==> config.mk <==
export PLATFORM = sky130hd
export DESIGN_NAME = sat_central_ctrl_p_flat
export DESIGN_NICKNAME = d
export VERILOG_FILES = /design/src/rtl/sat_central_ctrl_p_pkg.sv /design/src/rtl/sat_central_ctrl_p_if.sv /design/src/rtl/sat_central_ctrl_p_mux.sv /design/src/rtl/sat_central_ctrl_p.sv /design/src/flat_wrapper.sv
export SDC_FILE = /design/constraint.sdc
export NUM_CORES = 1
export LEC_CHECK = 0
export ABC_AREA = 1
export CAP_MARGIN = 20
export CORE_AREA = 2 2 101 103
export DETAILED_ROUTE_END_ITERATION = 8
export DIE_AREA = 0 0 103 105
export PLACE_DENSITY = 0.76
export SYNTH_ARGS = -nofsm -noshare
export SYNTH_HDL_FRONTEND = slang
export SYNTH_SLANG_ARGS = --single-unit
==> constraint.sdc <==
create_clock -name clk -period 3.3 [get_ports clk]
set_clock_uncertainty 0.2 [all_clocks]
set_input_delay 0.66 -clock clk [delete_from_list [all_inputs] [get_ports clk]]
set_output_delay 0.66 -clock clk [all_outputs]
set_load 0.05 [all_outputs]
==> src/rtl/sat_central_ctrl_p_pkg.sv <==
// Shared types for the SAT central controller.
// Struct field widths follow the default-sized instance.
package sat_ctrl_pkg;

  localparam int DEF_VAR_NUM    = 8;
  localparam int DEF_CLAUSE_NUM = 16;
  localparam int DEF_DATA_W     = 32;
  localparam int DEF_MAX_CONFL  = 1024;
  localparam int DEF_VAR_LOG    = $clog2(DEF_VAR_NUM);
  localparam int DEF_CLAUSE_LOG = $clog2(DEF_CLAUSE_NUM);

  typedef enum logic [2:0] {
    ST_IDLE,
    ST_INIT,
    ST_DECIDE,
    ST_BCP,
    ST_BACKTRACK,
    ST_DONE
  } ctrl_state_e;

  typedef struct packed {
    logic                   en;
    logic                   write;
    logic                   bcp_write;
    logic [DEF_VAR_LOG-1:0] addr;
    logic [DEF_VAR_LOG-1:0] free_bit;
    logic [DEF_VAR_NUM-1:0] wdata;
  } vst_req_t;

  typedef struct packed {
    logic                   en;
    logic                   write;
    logic [DEF_VAR_NUM-1:0] addr;
  } cdb_req_t;

  typedef struct packed {
    logic                      en;
    logic                      write;
    logic [DEF_CLAUSE_LOG-1:0] addr;
  } dm_req_t;

endpackage

==> src/rtl/sat_central_ctrl_p_if.sv <==
// Engine handshake bundle between the central controller
// and the init/decide/BCP/backtrack engines.
interface sat_ctrl_if import sat_ctrl_pkg::*; #(
  parameter int VAR_NUM       = DEF_VAR_NUM,
  parameter int MAX_CONFLICTS = DEF_MAX_CONFL
);
  localparam int LVL_W = $clog2(VAR_NUM + 1);
  localparam int CNT_W = $clog2(MAX_CONFLICTS + 1);

  logic             sat_start;
  logic             initial_finish;
  logic             decide_done;
  logic             decide_all_assigned;
  logic             bcp_done;
  logic             bcp_conflict;
  logic             backtrack_done;
  logic             bt_exhausted;
  logic [LVL_W-1:0] bt_new_level;

  logic             initial_request;
  logic             decide_request;
  logic             bcp_request;
  logic             backtrack_request;
  logic [LVL_W-1:0] decision_level;
  logic [CNT_W-1:0] conflict_count;
  logic             sat_finish;
  logic             sat;
  logic             abort;

  modport master (
    input  sat_start, initial_finish,
    input  decide_done, decide_all_assigned,
    input  bcp_done, bcp_conflict,
    input  backtrack_done, bt_exhausted,
    input  bt_new_level,
    output initial_request, decide_request,
    output bcp_request, backtrack_request,
    output decision_level, conflict_count,
    output sat_finish, sat, abort
  );

  modport slave (
    output sat_start, initial_finish,
    output decide_done, decide_all_assigned,
    output bcp_done, bcp_conflict,
    output backtrack_done, bt_exhausted,
    output bt_new_level,
    input  initial_request, decide_request,
    input  bcp_request, backtrack_request,
    input  decision_level, conflict_count,
    input  sat_finish, sat, abort
  );

endinterface

==> src/rtl/sat_central_ctrl_p_mux.sv <==
// State-selected grant of VST, clause_db and data_mem
// to one engine; read data returns only to the owner.
module sat_mem_grant_mux import sat_ctrl_pkg::*; #(
  parameter int VAR_NUM    = DEF_VAR_NUM,
  parameter int CLAUSE_NUM = DEF_CLAUSE_NUM,
  parameter int DATA_W     = DEF_DATA_W
) (
  input  ctrl_state_e           state_i,
  input  vst_req_t              dec_vst_req_i,
  input  vst_req_t              bcp_vst_req_i,
  input  vst_req_t              bt_vst_req_i,
  output vst_req_t              vst_req_o,
  input  logic [VAR_NUM-1:0]    vst_rdata_i,
  output logic [VAR_NUM-1:0]    dec_vst_rdata_o,
  output logic [VAR_NUM-1:0]    bcp_vst_rdata_o,
  output logic [VAR_NUM-1:0]    bt_vst_rdata_o,
  input  cdb_req_t              bcp_cdb_req_i,
  output cdb_req_t              cdb_req_o,
  input  logic [CLAUSE_NUM-1:0] cdb_rdata_i,
  output logic [CLAUSE_NUM-1:0] bcp_cdb_rdata_o,
  input  dm_req_t               init_dm_req_i,
  output dm_req_t               dm_req_o,
  input  logic [DATA_W-1:0]     dm_rdata_i,
  output logic [DATA_W-1:0]     init_dm_rdata_o
);

  always_comb begin
    vst_req_o       = '0;
    cdb_req_o       = '0;
    dm_req_o        = '0;
    dec_vst_rdata_o = '0;
    bcp_vst_rdata_o = '0;
    bt_vst_rdata_o  = '0;
    bcp_cdb_rdata_o = '0;
    init_dm_rdata_o = '0;
    unique case (state_i)
      ST_INIT: begin
        dm_req_o        = init_dm_req_i;
        init_dm_rdata_o = dm_rdata_i;
      end
      ST_DECIDE: begin
        vst_req_o       = dec_vst_req_i;
        dec_vst_rdata_o = vst_rdata_i;
      end
      ST_BCP: begin
        vst_req_o       = bcp_vst_req_i;
        bcp_vst_rdata_o = vst_rdata_i;
        cdb_req_o       = bcp_cdb_req_i;
        bcp_cdb_rdata_o = cdb_rdata_i;
      end
      ST_BACKTRACK: begin
        vst_req_o      = bt_vst_req_i;
        bt_vst_rdata_o = vst_rdata_i;
      end
      default: ;
    endcase
  end

endmodule

==> src/rtl/sat_central_ctrl_p.sv <==
// Central controller: init/decide/BCP/backtrack sequencing,
// decision level and conflict budget tracking.
module sat_central_ctrl_p import sat_ctrl_pkg::*; #(
  parameter int VAR_NUM       = DEF_VAR_NUM,
  parameter int CLAUSE_NUM    = DEF_CLAUSE_NUM,
  parameter int DATA_W        = DEF_DATA_W,
  parameter int MAX_CONFLICTS = DEF_MAX_CONFL
) (
  input  logic                  clk,
  input  logic                  rst,
  sat_ctrl_if.master            ctl,
  input  vst_req_t              dec_vst_req,
  input  vst_req_t              bcp_vst_req,
  input  vst_req_t              bt_vst_req,
  output vst_req_t              vst_req,
  input  logic [VAR_NUM-1:0]    vst_rdata,
  output logic [VAR_NUM-1:0]    dec_vst_rdata,
  output logic [VAR_NUM-1:0]    bcp_vst_rdata,
  output logic [VAR_NUM-1:0]    bt_vst_rdata,
  input  cdb_req_t              bcp_cdb_req,
  output cdb_req_t              cdb_req,
  input  logic [CLAUSE_NUM-1:0] cdb_rdata,
  output logic [CLAUSE_NUM-1:0] bcp_cdb_rdata,
  input  dm_req_t               init_dm_req,
  output dm_req_t               dm_req,
  input  logic [DATA_W-1:0]     dm_rdata,
  output logic [DATA_W-1:0]     init_dm_rdata
);

  localparam int LVL_W = $clog2(VAR_NUM + 1);
  localparam int CNT_W = $clog2(MAX_CONFLICTS + 1);
  localparam logic [LVL_W-1:0] LVL_MAX = LVL_W'(VAR_NUM);
  localparam logic [CNT_W-1:0] CNT_MAX = CNT_W'(MAX_CONFLICTS);

  ctrl_state_e      state_q, state_d;
  logic [LVL_W-1:0] lvl_q, lvl_d, lvl_inc;
  logic [CNT_W-1:0] cnt_q, cnt_d, cnt_inc;
  logic             sat_q, sat_d;
  logic             abort_q, abort_d;
  logic             ireq_q, ireq_d;
  logic             dreq_q, dreq_d;
  logic             breq_q, breq_d;
  logic             treq_q, treq_d;

  assign lvl_inc = (lvl_q == LVL_MAX) ? lvl_q : lvl_q + 1'b1;
  assign cnt_inc = (cnt_q == CNT_MAX) ? cnt_q : cnt_q + 1'b1;

  always_comb begin
    state_d = state_q;
    lvl_d   = lvl_q;
    cnt_d   = cnt_q;
    sat_d   = sat_q;
    abort_d = abort_q;
    ireq_d  = 1'b0;
    dreq_d  = 1'b0;
    breq_d  = 1'b0;
    treq_d  = 1'b0;
    unique case (state_q)
      ST_IDLE, ST_DONE: if (ctl.sat_start) begin
        state_d = ST_INIT;
        lvl_d   = '0;
        cnt_d   = '0;
        sat_d   = 1'b0;
        abort_d = 1'b0;
        ireq_d  = 1'b1;
      end
      ST_INIT: if (ctl.initial_finish) begin
        state_d = ST_DECIDE;
        dreq_d  = 1'b1;
      end
      ST_DECIDE: if (ctl.decide_done) begin
        if (ctl.decide_all_assigned) begin
          state_d = ST_DONE;
          sat_d   = 1'b1;
        end else begin
          state_d = ST_BCP;
          lvl_d   = lvl_inc;
          breq_d  = 1'b1;
        end
      end
      ST_BCP: if (ctl.bcp_done) begin
        if (!ctl.bcp_conflict) begin
          state_d = ST_DECIDE;
          dreq_d  = 1'b1;
        end else begin
          cnt_d = cnt_inc;
          // A root-level conflict wins over the budget check
          if (lvl_q == '0) begin
            state_d = ST_DONE;
            sat_d   = 1'b0;
          end else if (cnt_inc == CNT_MAX) begin
            state_d = ST_DONE;
            sat_d   = 1'b0;
            abort_d = 1'b1;
          end else begin
            state_d = ST_BACKTRACK;
            treq_d  = 1'b1;
          end
        end
      end
      ST_BACKTRACK: if (ctl.backtrack_done) begin
        if (ctl.bt_exhausted) begin
          state_d = ST_DONE;
          sat_d   = 1'b0;
        end else begin
          state_d = ST_BCP;
          lvl_d   = ctl.bt_new_level;
          breq_d  = 1'b1;
        end
      end
      default: state_d = ST_IDLE;
    endcase
  end

  always_ff @(posedge clk) begin
    if (rst) begin
      state_q <= ST_IDLE;
      lvl_q   <= '0;
      cnt_q   <= '0;
      sat_q   <= 1'b0;
      abort_q <= 1'b0;
      ireq_q  <= 1'b0;
      dreq_q  <= 1'b0;
      breq_q  <= 1'b0;
      treq_q  <= 1'b0;
    end else begin
      state_q <= state_d;
      lvl_q   <= lvl_d;
      cnt_q   <= cnt_d;
      sat_q   <= sat_d;
      abort_q <= abort_d;
      ireq_q  <= ireq_d;
      dreq_q  <= dreq_d;
      breq_q  <= breq_d;
      treq_q  <= treq_d;
    end
  end

  assign ctl.initial_request   = ireq_q;
  assign ctl.decide_request    = dreq_q;
  assign ctl.bcp_request       = breq_q;
  assign ctl.backtrack_request = treq_q;
  assign ctl.decision_level    = lvl_q;
  assign ctl.conflict_count    = cnt_q;
  assign ctl.sat_finish        = (state_q == ST_DONE);
  assign ctl.sat               = sat_q;
  assign ctl.abort             = abort_q;

  sat_mem_grant_mux #(
    .VAR_NUM    (VAR_NUM),
    .CLAUSE_NUM (CLAUSE_NUM),
    .DATA_W     (DATA_W)
  ) u_grant (
    .state_i         (state_q),
    .dec_vst_req_i   (dec_vst_req),
    .bcp_vst_req_i   (bcp_vst_req),
    .bt_vst_req_i    (bt_vst_req),
    .vst_req_o       (vst_req),
    .vst_rdata_i     (vst_rdata),
    .dec_vst_rdata_o (dec_vst_rdata),
    .bcp_vst_rdata_o (bcp_vst_rdata),
    .bt_vst_rdata_o  (bt_vst_rdata),
    .bcp_cdb_req_i   (bcp_cdb_req),
    .cdb_req_o       (cdb_req),
    .cdb_rdata_i     (cdb_rdata),
    .bcp_cdb_rdata_o (bcp_cdb_rdata),
    .init_dm_req_i   (init_dm_req),
    .dm_req_o        (dm_req),
    .dm_rdata_i      (dm_rdata),
    .init_dm_rdata_o (init_dm_rdata)
  );

endmodule

==> src/flat_wrapper.sv <==
// flat-port wrapper written by rule: the top's interface ports become plain ports
module sat_central_ctrl_p_flat import sat_ctrl_pkg::*;
#(
  parameter int VAR_NUM       = DEF_VAR_NUM,
  parameter int CLAUSE_NUM    = DEF_CLAUSE_NUM,
  parameter int DATA_W        = DEF_DATA_W,
  parameter int MAX_CONFLICTS = DEF_MAX_CONFL
)
  (clk, rst, dec_vst_req, bcp_vst_req, bt_vst_req, vst_req, vst_rdata, dec_vst_rdata, bcp_vst_rdata, bt_vst_rdata, bcp_cdb_req, cdb_req, cdb_rdata, bcp_cdb_rdata, init_dm_req, dm_req, dm_rdata, init_dm_rdata, ctl_sat_start, ctl_initial_finish, ctl_decide_done, ctl_decide_all_assigned, ctl_bcp_done, ctl_bcp_conflict, ctl_backtrack_done, ctl_bt_exhausted, ctl_bt_new_level, ctl_initial_request, ctl_decide_request, ctl_bcp_request, ctl_backtrack_request, ctl_decision_level, ctl_conflict_count, ctl_sat_finish, ctl_sat, ctl_abort);
  sat_ctrl_if #(.VAR_NUM(VAR_NUM), .MAX_CONFLICTS(MAX_CONFLICTS)) ctl_i ();
  input  logic clk;
  input  logic rst;
  input  vst_req_t dec_vst_req;
  input  vst_req_t bcp_vst_req;
  input  vst_req_t bt_vst_req;
  output vst_req_t vst_req;
  input  logic [VAR_NUM-1:0] vst_rdata;
  output logic [VAR_NUM-1:0] dec_vst_rdata;
  output logic [VAR_NUM-1:0] bcp_vst_rdata;
  output logic [VAR_NUM-1:0] bt_vst_rdata;
  input  cdb_req_t bcp_cdb_req;
  output cdb_req_t cdb_req;
  input  logic [CLAUSE_NUM-1:0] cdb_rdata;
  output logic [CLAUSE_NUM-1:0] bcp_cdb_rdata;
  input  dm_req_t init_dm_req;
  output dm_req_t dm_req;
  input  logic [DATA_W-1:0] dm_rdata;
  output logic [DATA_W-1:0] init_dm_rdata;
  input wire logic [$bits(ctl_i.sat_start)-1:0] ctl_sat_start;
  input wire logic [$bits(ctl_i.initial_finish)-1:0] ctl_initial_finish;
  input wire logic [$bits(ctl_i.decide_done)-1:0] ctl_decide_done;
  input wire logic [$bits(ctl_i.decide_all_assigned)-1:0] ctl_decide_all_assigned;
  input wire logic [$bits(ctl_i.bcp_done)-1:0] ctl_bcp_done;
  input wire logic [$bits(ctl_i.bcp_conflict)-1:0] ctl_bcp_conflict;
  input wire logic [$bits(ctl_i.backtrack_done)-1:0] ctl_backtrack_done;
  input wire logic [$bits(ctl_i.bt_exhausted)-1:0] ctl_bt_exhausted;
  input wire logic [$bits(ctl_i.bt_new_level)-1:0] ctl_bt_new_level;
  output wire logic [$bits(ctl_i.initial_request)-1:0] ctl_initial_request;
  output wire logic [$bits(ctl_i.decide_request)-1:0] ctl_decide_request;
  output wire logic [$bits(ctl_i.bcp_request)-1:0] ctl_bcp_request;
  output wire logic [$bits(ctl_i.backtrack_request)-1:0] ctl_backtrack_request;
  output wire logic [$bits(ctl_i.decision_level)-1:0] ctl_decision_level;
  output wire logic [$bits(ctl_i.conflict_count)-1:0] ctl_conflict_count;
  output wire logic [$bits(ctl_i.sat_finish)-1:0] ctl_sat_finish;
  output wire logic [$bits(ctl_i.sat)-1:0] ctl_sat;
  output wire logic [$bits(ctl_i.abort)-1:0] ctl_abort;
  assign ctl_i.sat_start = ctl_sat_start;
  assign ctl_i.initial_finish = ctl_initial_finish;
  assign ctl_i.decide_done = ctl_decide_done;
  assign ctl_i.decide_all_assigned = ctl_decide_all_assigned;
  assign ctl_i.bcp_done = ctl_bcp_done;
  assign ctl_i.bcp_conflict = ctl_bcp_conflict;
  assign ctl_i.backtrack_done = ctl_backtrack_done;
  assign ctl_i.bt_exhausted = ctl_bt_exhausted;
  assign ctl_i.bt_new_level = ctl_bt_new_level;
  assign ctl_initial_request = ctl_i.initial_request;
  assign ctl_decide_request = ctl_i.decide_request;
  assign ctl_bcp_request = ctl_i.bcp_request;
  assign ctl_backtrack_request = ctl_i.backtrack_request;
  assign ctl_decision_level = ctl_i.decision_level;
  assign ctl_conflict_count = ctl_i.conflict_count;
  assign ctl_sat_finish = ctl_i.sat_finish;
  assign ctl_sat = ctl_i.sat;
  assign ctl_abort = ctl_i.abort;
  sat_central_ctrl_p #(.VAR_NUM(VAR_NUM), .CLAUSE_NUM(CLAUSE_NUM), .DATA_W(DATA_W), .MAX_CONFLICTS(MAX_CONFLICTS)) u_core (.clk(clk), .rst(rst), .ctl(ctl_i), .dec_vst_req(dec_vst_req), .bcp_vst_req(bcp_vst_req), .bt_vst_req(bt_vst_req), .vst_req(vst_req), .vst_rdata(vst_rdata), .dec_vst_rdata(dec_vst_rdata), .bcp_vst_rdata(bcp_vst_rdata), .bt_vst_rdata(bt_vst_rdata), .bcp_cdb_req(bcp_cdb_req), .cdb_req(cdb_req), .cdb_rdata(cdb_rdata), .bcp_cdb_rdata(bcp_cdb_rdata), .init_dm_req(init_dm_req), .dm_req(dm_req), .dm_rdata(dm_rdata), .init_dm_rdata(init_dm_rdata));
endmodule
### After elaboration in Yosys (flattened, before gate mapping)

Cells that the tools add are included.

| operators by class | value |
|---|---|
| add/sub/neg operators | 2 |
| equal/unequal tests | 22 |
| multiplexer cells | 57 |
| bitwise logic cells | 4 |
| reductions and logical operators | 13 |

Operator list:

| kind | number |
|---|---|
| one-hot mux 17 bit (3 select lines) | 1 |
| 2-to-1 mux 11 bit | 4 |
| 2-to-1 mux 32 bit | 1 |
| 2-to-1 mux 3 bit | 9 |
| 2-to-1 mux 4 bit | 6 |
| 2-to-1 mux 8 bit | 3 |
| inequality test 2 bit (second input constant) | 12 |
| 2-to-1 mux 1 bit | 23 |
| == test 11 bit (second input constant) | 2 |
| one-hot mux 11 bit (2 select lines) | 1 |
| 2-to-1 mux 16 bit | 1 |
| one-hot mux 3 bit (5 select lines) | 1 |
| one-hot mux 4 bit (3 select lines) | 1 |
| adder 11 x 1 -> 11 bit (second input constant) | 1 |
| 2-to-1 mux 10 bit | 1 |
| AND reduction 9 bit | 1 |
| AND reduction 7 bit | 1 |
| == test 3 x 2 -> 1 bit (second input constant) | 2 |
| == test 3 bit (second input constant) | 2 |
| 2-to-1 mux 6 bit | 1 |
| one-hot mux 1 bit (2 select lines) | 3 |
| AND reduction 6 bit | 1 |
| AND reduction 5 bit | 1 |
| OR reduction 5 bit | 1 |
| other kinds (14) | 18 |

| storage, ports and cells | value |
|---|---|
| flip-flop bits (word level) | 24 |
| input bits | 137 |
| output and inout port bits | 127 |

### Logic depth before layout (Yosys ltp)

Gate-level depths: netlist of the first run.

| logic depth | value |
|---|---|
| depth in word-level cells | 8 |
| depth in mapped cells | 15 |
| depth with buffers taken out | 15 |

### Hierarchy

Synthesis of the first run repeated with hierarchy kept, for this count alone.

| second synthesis, totals | value |
|---|---|
| cell total of the unflattened synthesis | 496 |
| area, all modules | 2800.2 um^2 |

By module, submodules not included:

| module | times used | cells an instance | area each (um^2) | seq. area each (um^2) |
|---|---|---|---|---|
| sat_central_ctrl_p | 1 | 240 | 1512.7 | 480.5 |
| sat_mem_grant_mux | 1 | 256 | 1287.5 | 0.0 |

### Worst setup path after synthesis of the first run

Ideal clock, no wire load.

| timing | value |
|---|---|
| kind | flip-flop to output port |
| start point | register u_core.state_q[0] |
| end point | output port dm_req[0] in the netlist's numbering |
| arrival time | 1697 ps |
| required time | 2440 ps |
| setup slack | 743 ps |
| stages on the path, launching flop included | 7 |
| buffers on the path | 2 |
| path through | dfxtp_1 nand2_2 nor2_1 inv_1 buf_2 buf_1 nor2_1 |

RTL lines:

| element | line | text |
|---|---|---|
| start, declared | sat_central_ctrl_p.sv:35 | `ctrl_state_e state_q, state_d;` |
| start signal, assigned | sat_central_ctrl_p.sv:127 | `state_q <= state_d;` |
| end, declared | flat_wrapper.sv:26 | `output dm_req_t dm_req;` |

### Final worst setup path of the first run

| timing | value |
|---|---|
| start point | register u_core.state_q[0] |
| end point | output port init_dm_rdata[29] |

| on the way | value |
|---|---|
| word-level cells in the longest chain between the ends | 2 |

RTL lines:

| element | line | text |
|---|---|---|
| == test 3 x 1 -> 1 bit | sat_central_ctrl_p_mux.sv:36 | `unique case (state_i)` |
| 2-to-1 mux 32 bit | sat_central_ctrl_p_mux.sv:36 |  |
| end, declared | flat_wrapper.sv:28 | `output logic [DATA_W-1:0] init_dm_rdata;` |

Every way passes these cells.

==> flow_summary_export.csv, run 1 <==
group,metric,value,unit
placement,dp_slack,353,ps
hold_path,hp-start,"u_core.ctl.abort",
sta,tightestPinTransition,698,ps
global_route,antenna_found_initial,1,
setup_path,r2r-start,"u_core.state_q[1]",
floorplan,die_h,105,µm
synth,synth_enable_flop_cells,0,
sta,final-hold-violation-count,0,
global_route,grt_pass1_wl,18700,µm
clock_tree,htree_levels,1,
power,total_power,3.13,mW
setup_path,worstPathRequired,2440,ps
floorplan,pin_count,264,
synth,synth_nets,638,
synth,synthCells,497,
sta,max_clock_freq,0.323,GHz
cells_and_area,postLayoutCoreUtil,57.5,%
route,drt_iter0_markers,158,
clock_tree,clock-sinks,24,
setup_path,worstPathCellList,"nand2_2 > nor2_1 > inv_1 > buf_12 > nor2_1 > clkdlybuf4s50_1",
global_route,overflow,0,
outcome,outcome,"completed",
synth,synth_flop_cell,"dfxtp_1",
hold_path,holdPathStages,2,
route,drtPass1Iterations,4,
hold_path,hold_end,"u_core.ctl.abort",
synth,ys_seq_area_share,18.7,%
synth,ys_warn_count,0,
setup_path,critical_path.slowest_cell,"clkdlybuf4s50_1",
floorplan,fp.coreArea,9640,µm²
synth,yosys_register_bits,24,
synth,syn_avg_cell_area,5.17,µm²
global_route,track_usage,21.7,%
clock_tree,cts_tree,"built",
setup_path,timing.rr.end,"u_core.ctl.decision_level[0]",
setup_path,worst_path_most_repeated_cell,"nor2_1",
setup_path,slowest_delay,820,ps
route,drtAntennaViolNets,0,
synth,yosysMostFrequentCell,"nor2_1",
placement,port_buffers,263,
placement,dp_hpwl,10500,µm
global_route,grt_pass1_vias,3793,
global_route,grt_max_degree,40,
route,drcViolationCount,0,
route,wl,12400,µm
synth,yosysUniqueCellTypes,39,
setup_path,crit_type,"flop to primary output",
power,ir_drop,0.304,mV
flow_run,drv_cap,0,
clock_tree,cts_buffers,3,
setup_path,startpoint_type,"flop",
placement,routabilityCongestion,0.880,
setup_path,crit_fanout,39,
setup_path,worstSetupEndpointType,"primary output",
sta,drv_slew,0,
synth,synthTopCellsByArea,"dfxtp_1, nor2_1, nand2_1",
sta,final.min_clock_period,3090,ps
synth,syn_area,2570,µm²
sta,worst_slack,209,ps
floorplan,row_count,36,
sta,setup_viol,0,
cells_and_area,final_cells,881,
sta,fin_tns_setup,0,ps
clock_tree,path_clk_slew,90,ps
floorplan,die_width,103,µm
route,wl_per_cell,14.0,µm
clock_tree,root_buffer,"clkbuf_8",
power,p_leak,2.61,nW
synth,synth_top_area_cell,"dfxtp_1",
sta,rsz0062_at_grt,"no",
floorplan,dieArea,10800,µm²
cells_and_area,final_nets,889,
floorplan,start_util,26.6,%
clock_tree,postCtsSetupBuffers,0,
synth,yosys-top-cells-count,"nor2_1, nand2_1, inv_1",
route,vias,3902,
hold_path,hold_path_class,"flop to flop",
cells_and_area,drive_gt1_share,11.8,%
clock_tree,cts-resized-gates,0,
setup_path,regToRegSetupSlack,750,ps
cells_and_area,area_delta_synth_final,116,%
placement,dp_cells,876,
synth,async_flop_share,0,%
clock_tree,clk_latency,270,ps
route,vias_per_cell,4.43,
clock_tree,clock_path_buffers,2,
synth,synth_top_area_share,18.7,%
setup_path,reg2regPathDepth,10,
setup_path,cp.arrival,2230,ps
clock_tree,hold_buffers,0,
power,p_per_area,564,nW/µm²
sta,relSlewSlack,53.4,%
sta,period_share,93.7,%
[worst max path at each step]
stage	cells past startpoint	slack (ps)	to	from
2_1_floorplan	6	740	dm_req[0]	u_core.state_q[0]
3_3_place_gp	4	370	bcp_cdb_rdata[5]	cdb_rdata[5]
3_5_place_dp	4	350	bcp_cdb_rdata[5]	cdb_rdata[5]
4_1_cts	6	200	init_dm_rdata[31]	u_core.state_q[0]
5_1_grt	6	30	vst_req[2]	u_core.state_q[1]
6_report	6	210	init_dm_rdata[29]	u_core.state_q[0]
[final cells by class]
type | instances | area, µm²
Multi-Input combinational cell | 343 | 1580
Timing Repair Buffer | 266 | 2850
Sequential cell | 24 | 480
Antenna cell | 1 | 2.50
Inverter | 110 | 413
Tap cell | 133 | 166
Clock buffer | 4 | 55.1
Fill cell | 922 | 4090
[where the power goes]
| part | total [mW] | internal (mW) | switching [mW] |
|---|---|---|---|
| Combinational | 2.54 | 0.928 | 1.61 |
| Clock | 0.206 | 0.107 | 0.0994 |
| Sequential | 0.382 | 0.333 | 0.0494 |
[cell usage in the layout, fill, tap and decap left out, types with 2 or more instances in the layout]
cell type	synthesis	layout
nand3_1	38	38
buf_12	0	26
nor2_2	4	4
buf_4	2	30
a221oi_1	2	2
nand4_1	2	2
or2_0	2	2
o21ai_1	8	8
ha_1	4	4
nor2_1	120	120
nand3_2	2	2
nor2_4	3	3
a21oi_1	18	18
clkbuf_8	0	4
inv_1	101	101
clkdlybuf4s50_1	0	210
inv_2	9	9
nand2_2	4	4
nand2_1	116	116
dfxtp_1	24	24
xor2_1	3	3
[state kept, by name (all words and copies together), names as in the netlist]
register and count:
u_core.ctl.conflict_count 11, u_core.ctl.decision_level 4, u_core.state_q 3, u_core.ctl.abort 1, u_core.ctl.backtrack_request 1, u_core.ctl.bcp_request 1
u_core.ctl.decide_request 1, u_core.ctl.initial_request 1, u_core.ctl.sat 1
[kinds of logic (layout without fill, tap and decap cells)]
logic type	after synthesis	after routing	share of synthesized area, %
xor+xnor	3	3	1.02
compound gates	39	39	9.01
fa+ha+maj	4	4	1.95
simple gates	297	297	49.5
other cells	0	1	0
buf+inv	130	380	19.8
flops	24	24	18.7
[per-layer routing]
layer	share of wire (%)	track usage [%]	up-vias
met4	3.9	8.18	0
met5	0	0	-
met3	8.1	5.75	27
li1	-	-	1970
met1	36	23.1	1731
met2	52	39.9	174
[critical path: cells and delay by family (launching register included)]
| kind | cells | cell delay, ps |
|---|---|---|
| flip-flops | 1 | 440 |
| AND/OR/NAND/NOR | 3 | 410 |
| buffers and inverters | 3 | 1110 |
[through the flow]
stage	instance area [µm²]	hold slack [ps]
after global routing	5540	307
after CTS	5540	285
after detailed placement	5490	272
after floorplan	2570	312
final	5550	278
after global placement	5490	263
Power figures use the tool's default switching activity.
==> run 2: changes to the inputs <==
--- a/config.mk
+++ b/config.mk
@@ -5,12 +5,11 @@
 export SDC_FILE = /design/constraint.sdc
 export NUM_CORES = 1
 export LEC_CHECK = 0
-export ABC_AREA = 1
 export CAP_MARGIN = 20
-export CORE_AREA = 2 2 101 103
+export CORE_AREA = 2 2 102 104
 export DETAILED_ROUTE_END_ITERATION = 8
-export DIE_AREA = 0 0 103 105
-export PLACE_DENSITY = 0.76
+export DIE_AREA = 0 0 104 106
+export PLACE_DENSITY = 0.75
 export SYNTH_ARGS = -nofsm -noshare
 export SYNTH_HDL_FRONTEND = slang
 export SYNTH_SLANG_ARGS = --single-unit
==> flow_summary_export.csv, run 2 <==
group,metric,value,unit
flow_run,drv_cap,0,
clock_tree,hold_buffers,0,
setup_path,reg2regPathDepth,5,
sta,tightestPinTransition,880,ps
hold_path,hold_path_class,"flop to flop",
synth,synth_top_family_by_area,"simple AND/OR/NAND/NOR gates",
hold_path,holdPathStages,2,
floorplan,dieArea,11000,µm²
setup_path,crit_type,"flop to primary output",
setup_path,cpLargestDelayFamily,"buffers and inverters",
synth,synth_top_area_share,18.6,%
synth,yosysUniqueCellTypes,58,
route,drcViolationCount,0,
global_route,grt_pass1_wl,20700,µm
setup_path,slowest_delay,720,ps
floorplan,start_util,25.9,%
power,p_per_area,555,nW/µm²
route,wl_per_cell,18.7,µm
sta,max_clock_freq,0.350,GHz
cells_and_area,layout_common_cells,"clkdlybuf4s50_1, buf_12, and3_1, and2_1, o21ai_0",
clock_tree,cts-resized-gates,0,
placement,dp_hpwl,12000,µm
synth,synth_compound_area_share,19.2,%
cells_and_area,area_delta_synth_final,144,%
cells_and_area,largest_reg_flops,11,
synth,yosys-top-cells-count,"and3_1, and2_1, o21ai_0",
synth,synthMuxAreaShare,8.52,%
setup_path,worstPathCellList,"inv_1 > and3_1 > buf_12",
route,met1_length,4550,µm
route,vias,3749,
route,drt_iter0_markers,227,
floorplan,row_count,37,
placement,port_buffers,263,
route,dr_wl_met2,8050,µm
synth,synth_enable_flop_cells,0,
cells_and_area,drive_gt1_share,22.3,%
sta,relSlewSlack,41.3,%
synth,yosysMostFrequentCell,"and3_1",
sta,period_share,86.6,%
route,vias_per_cell,4.99,
clock_tree,path_clk_slew,90,ps
synth,syn_area,2580,µm²
synth,async_flop_share,0,%
route,drtAntennaViolNets,0,
synth,synth_nets,502,
clock_tree,htree_levels,1,
global_route,antenna_found_initial,9,
sta,drv_slew,0,
clock_tree,clock_path_buffers,2,
sta,setup_viol,0,
sta,fin_tns_setup,0,ps
sta,holdWs,281,ps
synth,synthCells,361,
route,wl,14100,µm
synth,synthAdderAreaFrac,1.94,%
cells_and_area,layout_commonest_cell,"clkdlybuf4s50_1",
global_route,grt_pass1_vias,3722,
route,dr.max_layer_used,"met4",
clock_tree,root_buffer,"clkbuf_8",
route,met3_wirelength,852,µm
setup_path,crit_fanout,41,
synth,synthTopCellsByArea,"dfxtp_1, and3_1, and2_1",
setup_path,worstSetupEndpointType,"primary output",
setup_path,worstPathRequired,2440,ps
floorplan,pin_count,264,
sta,final-hold-violation-count,0,
setup_path,critical_path.slowest_cell,"inv_1",
cells_and_area,fill_cells,879,
placement,dp_slack,642,ps
power,ir_drop,0.323,mV
setup_path,cp.arrival,2000,ps
synth,yosys_register_bits,24,
clock_tree,cts_buffers,3,
outcome,outcome,"completed",
synth,synth-xor-area-share,1.02,%
setup_path,cp_num_buf_inv,2,
clock_tree,postCtsSetupBuffers,0,
clock_tree,clock-sinks,24,
global_route,grt_max_degree,42,
floorplan,fp.coreArea,10000,µm²
synth,synth_top_area_cell,"dfxtp_1",
route,drtPass1Iterations,5,
power,p_leak,2.54,nW
setup_path,startpoint_type,"flop",
sta,rsz0062_at_grt,"no",
sta,worst_slack,441,ps
synth,syn_avg_cell_area,7.16,µm²
global_route,overflow,0,
floorplan,die_h,106,µm
sta,final.min_clock_period,2860,ps
clock_tree,clk_latency,260,ps
synth,ys_seq_area_share,18.6,%
setup_path,worstSetupPathDepth,3,
placement,routabilityCongestion,0.944,
synth,ys_warn_count,0,
floorplan,die_width,104,µm
clock_tree,cts_tree,"built",
synth,synth_flop_cell,"dfxtp_1",
cells_and_area,final_nets,748,
global_route,track_usage,24.0,%
synth,synth-simple-area-share,42.7,%
run 2: path summary, 6_finish.rpt:
path / startpoint / to / slack [ps]
setup / recovery: u_core.state_q[1] / init_dm_rdata[7] / 440
hold / removal: u_core.ctl.abort / u_core.ctl.abort / 280
setup reg to reg: u_core.state_q[1] / u_core.ctl.conflict_count[8] / 700
hold reg to reg: u_core.ctl.abort / u_core.ctl.abort / 280
run 2: layout make-up:
class	count	area, µm²	area share (%)
tap	136	170	2.70
sequential	24	480	7.63
antenna	9	22.5	0.358
clock buffer	4	55.1	0.874
inverter	13	48.8	0.775
multi-input combinational	292	1900	30.2
timing repair buffer	273	3620	57.4
run 2: logic make-up after synthesis:
logic type,count (synthesis)
multiplexers,22
XOR/XNOR,3
buffers and inverters,45
flip-flops,24
AND/OR/NAND/NOR,186
AO/OA/AOI/OAI,77
adder cells (fa/ha/maj),4
run 2: worst min-delay path: stages, from the launching register on:
cell and delay, ps:
dfxtp_1 320, inv_1 50, o22ai_1 70
run 2: layer usage:
layer  vias up  GRT usage (%)
li1       1786              -
met1      1756           22.8
met2       179           47.3
met3        28           4.66
met4         0           14.8
met5         -              0
run 2: metrics by stage:
step / area, µm² / std cells / total power, mW / utilization, %
after floorplan: 2580 / 361 / 1.93 / -
after global placement: 6220 / 738 / 3.28 / 62.2
after detailed placement: 6220 / 738 / 3.30 / 62.2
after CTS: 6280 / 742 / 3.51 / 62.8
after global routing: 6300 / 751 / 3.64 / 63.0
final: 6300 / 751 / 3.49 / 63.0
run 2: report_power, final:
group,leakage [nW],switching (mW),internal (mW)
clock,0.0288,0.0956,0.107
combinational,2.31,1.64,1.27
sequential,0.195,0.0561,0.328
total,2.54,1.79,1.71
